==> config.mk <==
export PLATFORM = sky130hd
export DESIGN_NAME = mem_1rw_sync_soft
export DESIGN_NICKNAME = d
export VERILOG_FILES = /design/src/rtl/mem_1rw_sync_soft.sv
export SDC_FILE = /design/constraint.sdc
export NUM_CORES = 1
export LEC_CHECK = 0
export BUFFER_PORTS_ARGS = -buffer_cell sky130_fd_sc_hd__buf_4
export CAP_MARGIN = 20
export CORE_UTILIZATION = 60
export CTS_CLUSTER_SIZE = 28
export DETAILED_ROUTE_END_ITERATION = 10
export PLACE_DENSITY = 0.78
export SYNTH_ARGS = -nofsm -noshare
export SYNTH_HDL_FRONTEND = slang
export SYNTH_SLANG_ARGS = --single-unit
==> constraint.sdc <==
create_clock -name clk_i -period 1.9 [get_ports clk_i]
set_clock_uncertainty 0.1 [all_clocks]
set_input_delay 0.095 -clock clk_i [delete_from_list [all_inputs] [get_ports clk_i]]
set_output_delay 0.095 -clock clk_i [all_outputs]
set_load 0.02 [all_outputs]
==> src/rtl/mem_1rw_sync_soft.sv <==
// Soft single-port synchronous RAM with a registered read port.
// Used whenever no hardened 1RW macro matches the requested width/depth.
module mem_1rw_sync_soft #(
    parameter int width_p           = 8,
    parameter int els_p             = 16,
    parameter int addr_width_lp     = (els_p > 1) ? $clog2(els_p) : 1,
    parameter bit substitute_1r1w_p = 1'b1,
    parameter bit latch_last_read_p = 1'b1
) (
    input  logic                     clk_i,
    input  logic                     reset_i,
    input  logic [width_p-1:0]       data_i,
    input  logic [addr_width_lp-1:0] addr_i,
    input  logic                     v_i,
    input  logic                     w_i,
    output logic [width_p-1:0]       data_o
);

    logic [width_p-1:0] mem [els_p];
    logic [width_p-1:0] rd_word;
    logic [width_p-1:0] data_q;
    logic               in_range;
    logic               wr_en;
    logic               rd_en;

    // Addresses past els_p only exist for non-power-of-two depths.
    assign in_range = 32'(addr_i) < 32'(els_p);
    assign wr_en    = reset_i & v_i & w_i & in_range;
    assign rd_en    = v_i & ~w_i;
    assign rd_word  = in_range ? mem[addr_i] : '0;

    // Storage is intentionally left unreset.
    always_ff @(posedge clk_i) begin
        if (wr_en) begin
            mem[addr_i] <= data_i;
        end
    end

    // Substitute mode samples the array every edge; non-blocking update
    // means a same-cycle write shows the pre-write word.
    always_ff @(posedge clk_i or negedge reset_i) begin
        if (!reset_i) begin
            data_q <= '0;
        end else if (substitute_1r1w_p) begin
            data_q <= rd_word;
        end else if (rd_en) begin
            data_q <= rd_word;
        end else if (!latch_last_read_p) begin
            data_q <= '0;
        end
    end

    assign data_o = data_q;

endmodule

==> key figures, run 1 <==
STA
  – RSZ-0062 raised after global routing: false
  – Max Clock Freq: between 500 and 600 MHz
  – Max-slew headroom: between 40% and 50%
  – Setup WS post-layout: ~0.11 ns
  – Crit share post-route: 94.4%
  – Sum of negative setup slack: 0 ns
  – Worst Tran Pin Value: between 0.7 and 0.8 ns
  – Minimum clock period after layout: around 1.8 ns
  – Final setup fails: 0
  – Pins Over Slew Limit: 0
  – Number of hold violations in the final report: 0

Synth
  – Top cell type's share of synthesized area: approximately 74%
  – Area leader, netlist: edfxtp_1
  – FF+latch count, synth: around 140
  – Ys Warns: 0
  – Syn_area_per_cell: roughly 22 sq um
  – Share of the yosys chip area belonging to registers: 77.9%
  – Post-synthesis cell type count: 20
  – Post-synthesis cell area: 5190 sq um
  – Synth top area cells: edfxtp_1 74%, mux4_1 8.1%, mux4_2 6.9%
  – Cells after Synth: approximately 230
  – Syn_nets: around 250

Power
  – VDD IR max: ~0.00074 V
  – Leakage power total: approximately 2.2 nW
  – Power Dens Cells: roughly 1100 nW/um^2

Floorplanning
  – Initial Util: 62.6%
  – Num rows: 33
  – Core area: approximately 8300 sq um
  – DIE AREA: 9030 sq um
  – IO Pins: 24
  – Chip height: approximately 95 microns
  – Die width: 95.0 microns

Worst setup path
  – CP Max Fanout: 6
  – Worst Setup Path Type: in2reg
  – Worst EP arrival: around 1.9 ns
  – Critical Path Start Type: primary input
  – FF-to-FF path depth: 3
  – CP endpoint kind: flip-flop
  – Worst EP required: between 2 and 2.5 ns

Global routing
  – Pin count of the biggest net entering global routing: 33
  – GR Util All Layers: 25.5%
  – Vias in the first global route: 2646
  – Global-route wire length before repair: 15300 microns
  – Remaining Overflow, GRT: 0
  – Initial antenna violation count: 0

Cells and area
  – Post-route cell area: around 6300 sq um
  – Share of layout cells above drive strength 1: between 30% and 40%
  – Final #Nets: 315
  – Sequential cell area: between 4000 and 5000 sq um
  – Area of the multi-input gates: around 1100 sq um
  – Fin cells: ~420
  – Area grow syn2layout: 21.3%
  – Number of fill cells: roughly 420
  – N_diodes: 0

Placement
  – RD Place Congestion: 0.827
  – Placed insts: ~370
  – IO buf count: 23
  – Post-DP HPWL: 6100 microns
  – Setup WS pre-CTS: around 0.09 ns
  – Area of placed instances: about 5600 sq um

Clocking
  – Clock Latency Late Sink: 0.51 ns
  – CTS tree: built
  – Setup bufs post-CTS: 0
  – Bufs on Longest Clock Path: 2
  – H-tree Lvls: 4
  – CTS root buffer: clkbuf_8
  – CTS sink cnt: about 140
  – Number of buffers created by CTS: 17
  – Clock slew at reported path FFs: approximately 0.06 ns

Worst hold path
  – Hold Path Depth: 4
  – HP Class: in2reg

Routing
  – Post-route DRC: 0
  – Routed vias/inst: 6.28
  – Post-Route WL: 10200 microns
  – DRT iter0 DRCs: a little over 300
  – Drt wl/cell: approximately 24 microns
  – Routed Antenna Nets: 0
  – Vias: around 2600
  – DRT Pass-1 Iters: 5

Run
  – Max_cap viols: 0

Run status
  – Status: finished clean
## path summary, 6_finish.rpt
path                       startpoint         to  slack [ns]
max                           reset_i  mem[0][3]        0.11
min                         addr_i[1]  data_o[5]        0.05
max reg2reg                 mem[0][0]  data_o[0]        0.29
min reg2reg                mem[14][1]  data_o[1]        0.61
max in group asynchronous     reset_i  data_o[7]        1.02
min in group asynchronous     reset_i  data_o[1]        0.52
## sequential cells by signal (all words and copies together), names as in the netlist
name	count
mem	128
data_o	8
## cells by family (layout without fill, tap and decap cells)
group | count (synthesis) | in the layout | share of synthesized area, %
flip-flops | 136 | 136 | 77.9
multiplexers | 32 | 32 | 15.0
AO/OA/AOI/OAI | 16 | 16 | 2.31
AND/OR/NAND/NOR | 36 | 36 | 3.25
buffers and inverters | 13 | 92 | 1.52
## cell usage in the layout, fill, tap and decap left out, types with 8 or more instances in the layout
master / n
a22oi_1: 16
buf_4: 48
clkbuf_16: 16
dfrtp_1: 8
dlygate4sd3_1: 12
edfxtp_1: 128
mux4_1: 16
mux4_2: 16
nand2_1: 9
nor2_1: 13
## synth_stat cells
library cell	instances
and2_1	1
a22oi_1	16
buf_2	3
nor2b_1	2
or3b_2	1
mux4_2	16
dfrtp_1	8
buf_8	1
nand2b_1	2
buf_1	2
nand3_1	1
clkbuf_1	5
nor2_1	13
nand2_1	9
edfxtp_1	128
and3_1	1
nand3b_1	2
nor3_1	4
mux4_1	16
buf_6	2
## stage by stage
step / total power [mW] / util, % / hold slack [ns]
CTS: 6.78 / 75.9 / 0.0461
global placement: 3.69 / 67.6 / -0.0868
floorplan: 3.56 / - / -0.301
finish: 6.76 / 75.9 / 0.0466
global route: 6.95 / 75.9 / 0.0485
detailed placement: 3.70 / 67.6 / -0.0837
## final cells by class
type	instances	area share (%)
Clock inverter	14	2.36
Tap cell	105	2.09
Sequential cell	136	64.2
Clock buffer	18	6.64
Timing Repair Buffer	60	7.63
Multi-Input combinational cell	84	17.1
## critical path, cell delays in order
cell and delay [ns]:
dlygate4sd3_1 0.53, buf_4 0.11, and3_1 0.25, or3b_2 0.54
nor3_2 0.19, buf_4 0.20
## report_power, final
group	switching (mW)	leakage (nW)	total, mW	internal, mW
clock	1.22	0.270	3.10	1.87
combinational	0.185	0.671	0.334	0.150
sequential	0.0154	1.25	3.33	3.31
total	1.42	2.19	6.76	5.34
## metal layers
layer	wire length, microns	up-vias	track usage, %
li1	-	1121	-
met3	731	14	7.74
met5	0	-	0
met1	4030	1345	33.4
met2	5230	140	40.2
met4	183	0	11.2
## repair_timing
item                                   CTS  global route
endpoints found under the hold margin  138             0
setup endpoints to repair                0             0
hold buffers                            12             0
gates resized for setup                  0             0
No activity file was read; power rests on OpenSTA's default activity.
==> run 2: changes to the inputs <==
Settings changed: PLACE_DENSITY 0.78 to 0.81.
==> key figures, run 2 (synthesized netlist as in run 1, its figures left out) <==
Run status
  – Status: finished clean

Floorplanning
  – Initial Util: a little over three fifths
  – DIE AREA: approximately 9000 sq um
  – Core area: roughly 8300 sq um
  – IO Pins: 24
  – Die width: about 95 microns
  – Num rows: 33
  – Chip height: ~95 microns

STA
  – Worst Tran Pin Value: 0.774 ns
  – Sum of negative setup slack: 0 ns
  – Number of hold violations in the final report: 0
  – Pins Over Slew Limit: 0
  – Final setup fails: 0
  – Minimum clock period after layout: about 1.8 ns
  – RSZ-0062 raised after global routing: false
  – Max Clock Freq: around 550 MHz
  – Crit share post-route: around 95%
  – Setup WS post-layout: about 0.095 ns
  – Max-slew headroom: approximately 48%

Global routing
  – Remaining Overflow, GRT: 0
  – Initial antenna violation count: 0
  – Pin count of the biggest net entering global routing: 27
  – Vias in the first global route: roughly 2700
  – Global-route wire length before repair: about 16000 microns
  – GR Util All Layers: about a quarter

Routing
  – Post-Route WL: approximately 11000 microns
  – Routed vias/inst: roughly 6.3
  – Post-route DRC: 0
  – Routed Antenna Nets: 0
  – Vias: 2608
  – DRT iter0 DRCs: between 200 and 300
  – DRT Pass-1 Iters: 4
  – Drt wl/cell: approximately 26 microns

Worst setup path
  – FF-to-FF path depth: 3
  – End point of the critical path: mem[12][3]
  – Most frequent CP cell: buf_4
  – CP endpoint kind: flip-flop
  – Worst r2r dst: data_o[0]
  – Worst r2r src: mem[9][0]
  – CP Max Fanout: 8
  – Worst EP arrival: between 1.5 and 2 ns
  – Worst EP required: ~2.0 ns
  – Setup crit start: reset_i
  – CP max-delay cell: dlygate4sd3_1
  – Flop-to-flop setup slack: roughly 0.36 ns
  – Worst Setup Path Type: in2reg
  – Critical Path Start Type: primary input
  – Critical Path, Cell by Cell: dlygate4sd3_1, buf_4, and3_1, or3b_2, nor2_1, buf_4
  – CP peak stage delay: 0.53 ns

Power
  – Leakage power total: roughly 2.2 nW
  – VDD IR max: around 0.00085 V
  – Power Dens Cells: ~1200 nW/um^2

Cells and area
  – Area grow syn2layout: 22.9%
  – Top reg by flops: mem
  – Post-route cell area: 6380 sq um
  – N_diodes: 0
  – Most common cell after layout, fill and taps aside: edfxtp_1
  – Most frequent cells in the layout: 128 x edfxtp_1, 44 x buf_4
  – Final #Nets: between 300 and 400
  – Max reg flops: about 130
  – Share of layout cells above drive strength 1: 31.0%

Clocking
  – CTS tree: built
  – Clock slew at reported path FFs: 0.06 ns
  – Clock Latency Late Sink: between 0.5 and 0.6 ns
  – Bufs on Longest Clock Path: 2
  – H-tree Lvls: 4
  – Number of buffers created by CTS: 17
  – CTS root buffer: clkbuf_8
  – CTS sink cnt: between 100 and 150

Placement
  – Setup WS pre-CTS: between 0.1 and 0.15 ns
  – IO buf count: 23
  – Area of placed instances: roughly 5600 sq um
  – RD Place Congestion: 0.775
  – Post-DP HPWL: around 6400 microns

Run
  – Max_cap viols: 0

Worst hold path
  – HP Class: in2reg
## run 2: cell count changes in the layout (fill, tap and decap cells not counted), moves of 2 or more
cell and delta:
bufinv_16 +5, clkinvlp_4 -2, buf_4 -4, inv_6 -3, dlygate4sd3_1 -2
## run 2: layout make-up
cell class,instances,area (sq um)
timing repair buffer,55,450
fill,396,1920
multi-input combinational,84,1080
tap,105,131
sequential,136,4040
clock inverter,13,250
clock buffer,18,428
## run 2: worst max-delay path, delay by kind of cell
| family | cells | cell delay (ns) |
|---|---|---|
| and+or+nand+nor | 3 | 0.94 |
| buffers and inverters | 3 | 0.88 |
## run 2: metal layers
layer  up-vias  global-route usage (%)  share of wire (%)
met5         -                       0                  0
met4         0                    9.60                1.8
met3        19                    7.89                7.4
met2       139                    43.2                 51
met1      1341                    34.4                 39
li1       1109                       -                  -
## run 2: what timing repair did
action | in CTS | in global routing
hold endpoints to repair | 136 | 0
setup endpoints to repair | 0 | 8
resized for setup | 0 | 1
hold buffers | 10 | 0
setup buffers | 0 | 0
## run 2: how the worst min path moves through the flow
stage | depth (start not counted) | to | slack, ns | startpoint
detailed placement | 2 | data_o[1] | -0.04 | reset_i
CTS | 4 | data_o[4] | 0.008 | addr_i[1]
global placement | 2 | data_o[1] | -0.04 | reset_i
finish | 4 | data_o[4] | 0.02 | addr_i[1]
floorplan | 0 | data_o[0] | -0.30 | reset_i
global route | 4 | data_o[4] | 0.02 | addr_i[1]
## run 2: power by group
part | leakage [nW] | internal, mW | total [mW] | switching (mW)
Sequential | 1.25 | 3.31 | 3.33 | 0.0134
Combinational | 0.651 | 0.150 | 0.339 | 0.189
Clock | 0.331 | 2.55 | 3.74 | 1.19
Total | 2.23 | 6.02 | 7.41 | 1.39
## run 2: metrics by stage
step                cells  hold slack (ns)  utilization [%]  power [mW]
floorplan             233           -0.301                -        3.56
global placement      370          -0.0374             67.5        3.69
detailed placement    370          -0.0359             67.5        3.71
CTS                   411          0.00786             76.9        7.44
global route          411           0.0247             76.9        7.59
finish                411           0.0245             76.9        7.41
==> run 3: changes to the inputs <==
Settings changed: ABC_AREA set to 1.
==> key figures, run 3 <==
Run status
  – Status: finished clean

Cells and area
  – Share of layout cells above drive strength 1: roughly an eighth
  – Final #Nets: 621
  – Number of fill cells: between 500 and 600
  – Post-route cell area: roughly 6700 sq um
  – Top reg by flops: mem
  – Max reg flops: about 130
  – N_diodes: 0
  – Most frequent cells in the layout: 346 x nand2_1, 128 x edfxtp_1, 48 x buf_4, 21 x inv_1, 18 x nor2_1
  – Util after Layout: 73.6%
  – Area grow syn2layout: 19.5%
  – Most common cell after layout, fill and taps aside: nand2_1

Synth
  – FF+latch count, synth: about 140
  – Area leader, netlist: edfxtp_1
  – Post-synthesis cell type count: 12
  – FFs w/ async S/R, synth: under 10%
  – Ys Warns: 0
  – Number of synthesized flops with an enable pin: between 100 and 150
  – Top-count cell post-synth: nand2_1
  – Synth top area cells: edfxtp_1 68%, nand2_1 23%, dfrtp_1 3.6%
  – Top cell type's share of synthesized area: 68.2%
  – Cells after Synth: approximately 550
  – Syn_area_per_cell: ~10 sq um
  – Share of the yosys chip area belonging to registers: a little under three quarters
  – Post-synthesis cell area: 5640 sq um
  – Top FF cell, synth: edfxtp_1
  – Syn_nets: approximately 570
  – Most common library cells after synthesis: 346 x nand2_1, 128 x edfxtp_1, 21 x inv_1

Worst setup path
  – CP endpoint kind: flip-flop
  – Worst Setup Path Type: in2reg
  – Worst EP arrival: between 1.5 and 2 ns
  – Critical Path, Cell by Cell: dlygate4sd3_1, buf_4, and3_1, nand3_1, nor2_1, buf_4
  – CP delay by family, top: buffers and inverters
  – Most frequent CP cell: buf_4
  – WP buf/inv: 3
  – CP Max Fanout: 8
  – Critical Path Start Type: primary input
  – Worst EP required: between 2 and 2.5 ns
  – CP max-delay cell: dlygate4sd3_1
  – CP peak stage delay: 0.53 ns

Placement
  – Area of placed instances: around 6000 sq um
  – Post-DP HPWL: 7610 microns
  – IO buf count: 23
  – RD Place Congestion: between 0.8 and 0.9

Power
  – Sw Pwr: approximately 1.5 mW
  – Combinational fraction of design power: between 6 and 7%
  – Clock power frac: between 40 and 50%
  – Seq pwr share: a little under half
  – Internal: about 5.6 mW
  – Power Dens Cells: 1060 nW/um^2
  – Total chip power: slightly above 7 mW
  – Switching Fraction: between 20% and 30%
  – VDD IR max: approximately 0.00082 V
  – Leakage power total: roughly 2.9 nW

STA
  – RSZ-0062 raised after global routing: false
  – Pins Over Slew Limit: 0
  – Final setup fails: 0
  – Number of hold violations in the final report: 0
  – Max-slew headroom: between 70% and 80%
  – Max Clock Freq: 662 MHz
  – Final hold slack: between 0.04 and 0.05 ns
  – Sum of negative setup slack: 0 ns
  – Crit share post-route: 79.6%
  – Minimum clock period after layout: ~1.5 ns
  – Worst Tran Pin Value: between 0.4 and 0.5 ns

Floorplanning
  – Num rows: 35
  – Die width: roughly 99 microns
  – DIE AREA: roughly 9800 sq um
  – Chip height: 98.9 microns
  – IO Pins: 24
  – Initial Util: between 60% and 70%
  – Core area: 9150 sq um

Clocking
  – H-tree Lvls: 4
  – Post-cts hold buffer count: 10
  – Post-CTS Resized: 0
  – Number of buffers created by CTS: 17
  – Bufs on Longest Clock Path: 2
  – Clock slew at reported path FFs: 0.06 ns
  – Clock Latency Late Sink: approximately 0.52 ns
  – CTS root buffer: clkbuf_8
  – Setup bufs post-CTS: 0
  – CTS tree: built
  – CTS sink cnt: ~140

Global routing
  – Global-route wire length before repair: a little over 20000 microns
  – GR Util All Layers: around 29%
  – Vias in the first global route: around 4100
  – Pin count of the biggest net entering global routing: 40
  – Remaining Overflow, GRT: 0
  – Initial antenna violation count: 0

Routing
  – Post-route DRC: 0
  – DRT iter0 DRCs: ~360
  – Routed vias/inst: about 5.4
  – Post-Route WL: between 10000 and 15000 microns
  – Vias: between 3000 and 4000
  – Routed Antenna Nets: 0
  – DRT Pass-1 Iters: 5
  – Drt wl/cell: between 15 and 20 microns

Worst hold path
  – HP Class: in2reg

Run
  – Max_cap viols: 0
## run 3: cell types whose count changed in the layout (fill, tap and decap cells not counted), moves of 3 or more
| cell | before | now |
|---|---|---|
| buf_4 | 44 | 48 |
| inv_6 | 0 | 3 |
| mux4_1 | 16 | 0 |
| a22oi_1 | 16 | 0 |
| bufinv_16 | 7 | 4 |
| inv_1 | 0 | 21 |
| nand2_1 | 9 | 346 |
| nand3_1 | 1 | 4 |
| nor3_1 | 3 | 0 |
| nor2_1 | 12 | 18 |
| mux4_2 | 16 | 0 |
## run 3: worst paths after layout
kind / cells past startpoint / endpoint / slack [ns] / startpoint
setup reg to reg: 8 / data_o[2] / 0.78 / mem[12][2]
hold reg to reg: 8 / data_o[7] / 0.64 / mem[10][7]
hold / removal: 7 / data_o[5] / 0.04 / addr_i[2]
min in group asynchronous: 3 / data_o[0] / 0.50 / reset_i
setup / recovery: 6 / mem[6][5] / 0.39 / reset_i
max in group asynchronous: 3 / data_o[1] / 0.95 / reset_i
## run 3: power groups by stage
| stage | logic [mW] | registers [mW] | clock network, mW |
|---|---|---|---|
| after CTS | 0.431 | 3.33 | 3.38 |
| after global routing | 0.479 | 3.33 | 3.52 |
| after global placement | 0.401 | 3.39 | 0 |
| after floorplan | 0.206 | 3.41 | 0 |
| after detailed placement | 0.408 | 3.39 | 0 |
| final | 0.433 | 3.33 | 3.36 |
## run 3: logic make-up (layout without fill, tap and decap cells)
logic type,after synthesis,count (layout),share of synthesized area (%)
AND/OR/NAND/NOR,369,369,24.7
flip-flops,136,136,71.7
buffers and inverters,44,113,3.59
## run 3: area by class of cell
class                   count  area, sq um  area share [%]
clock buffers              18          418            6.20
clock inverters            14          196            2.92
inverters                  23         86.3            1.28
multi-input cells         369         1390            20.7
flip-flops and latches    136         4040            60.0
well taps                 111          139            2.06
repair buffers             58          460            6.84
## run 3: worst register-to-register path, cell delays in order, from the launching register on
cell	delay (ns)
edfxtp_1	0.38
nand2_1	0.08
nand2_1	0.05
nand2_1	0.07
nand2_1	0.06
nand2_1	0.09
nand2_1	0.06
inv_1	0.06
nand2_1	0.07
## run 3: stage by stage
stage	cells	worst slack, ns
after floorplan	549	0.345
after global placement	687	0.389
after detailed placement	687	0.377
after CTS	729	0.453
after global routing	729	0.378
final	729	0.388
## run 3: per-layer routing
layer	up-vias	track usage, %	routed length [microns]	share of wire, %
li1	1871	-	-	-
met1	1821	37.0	5050	40
met2	225	47.5	6130	49
met3	33	6.60	1070	8.5
met4	0	11.1	286	2.3
met5	-	0	0	0
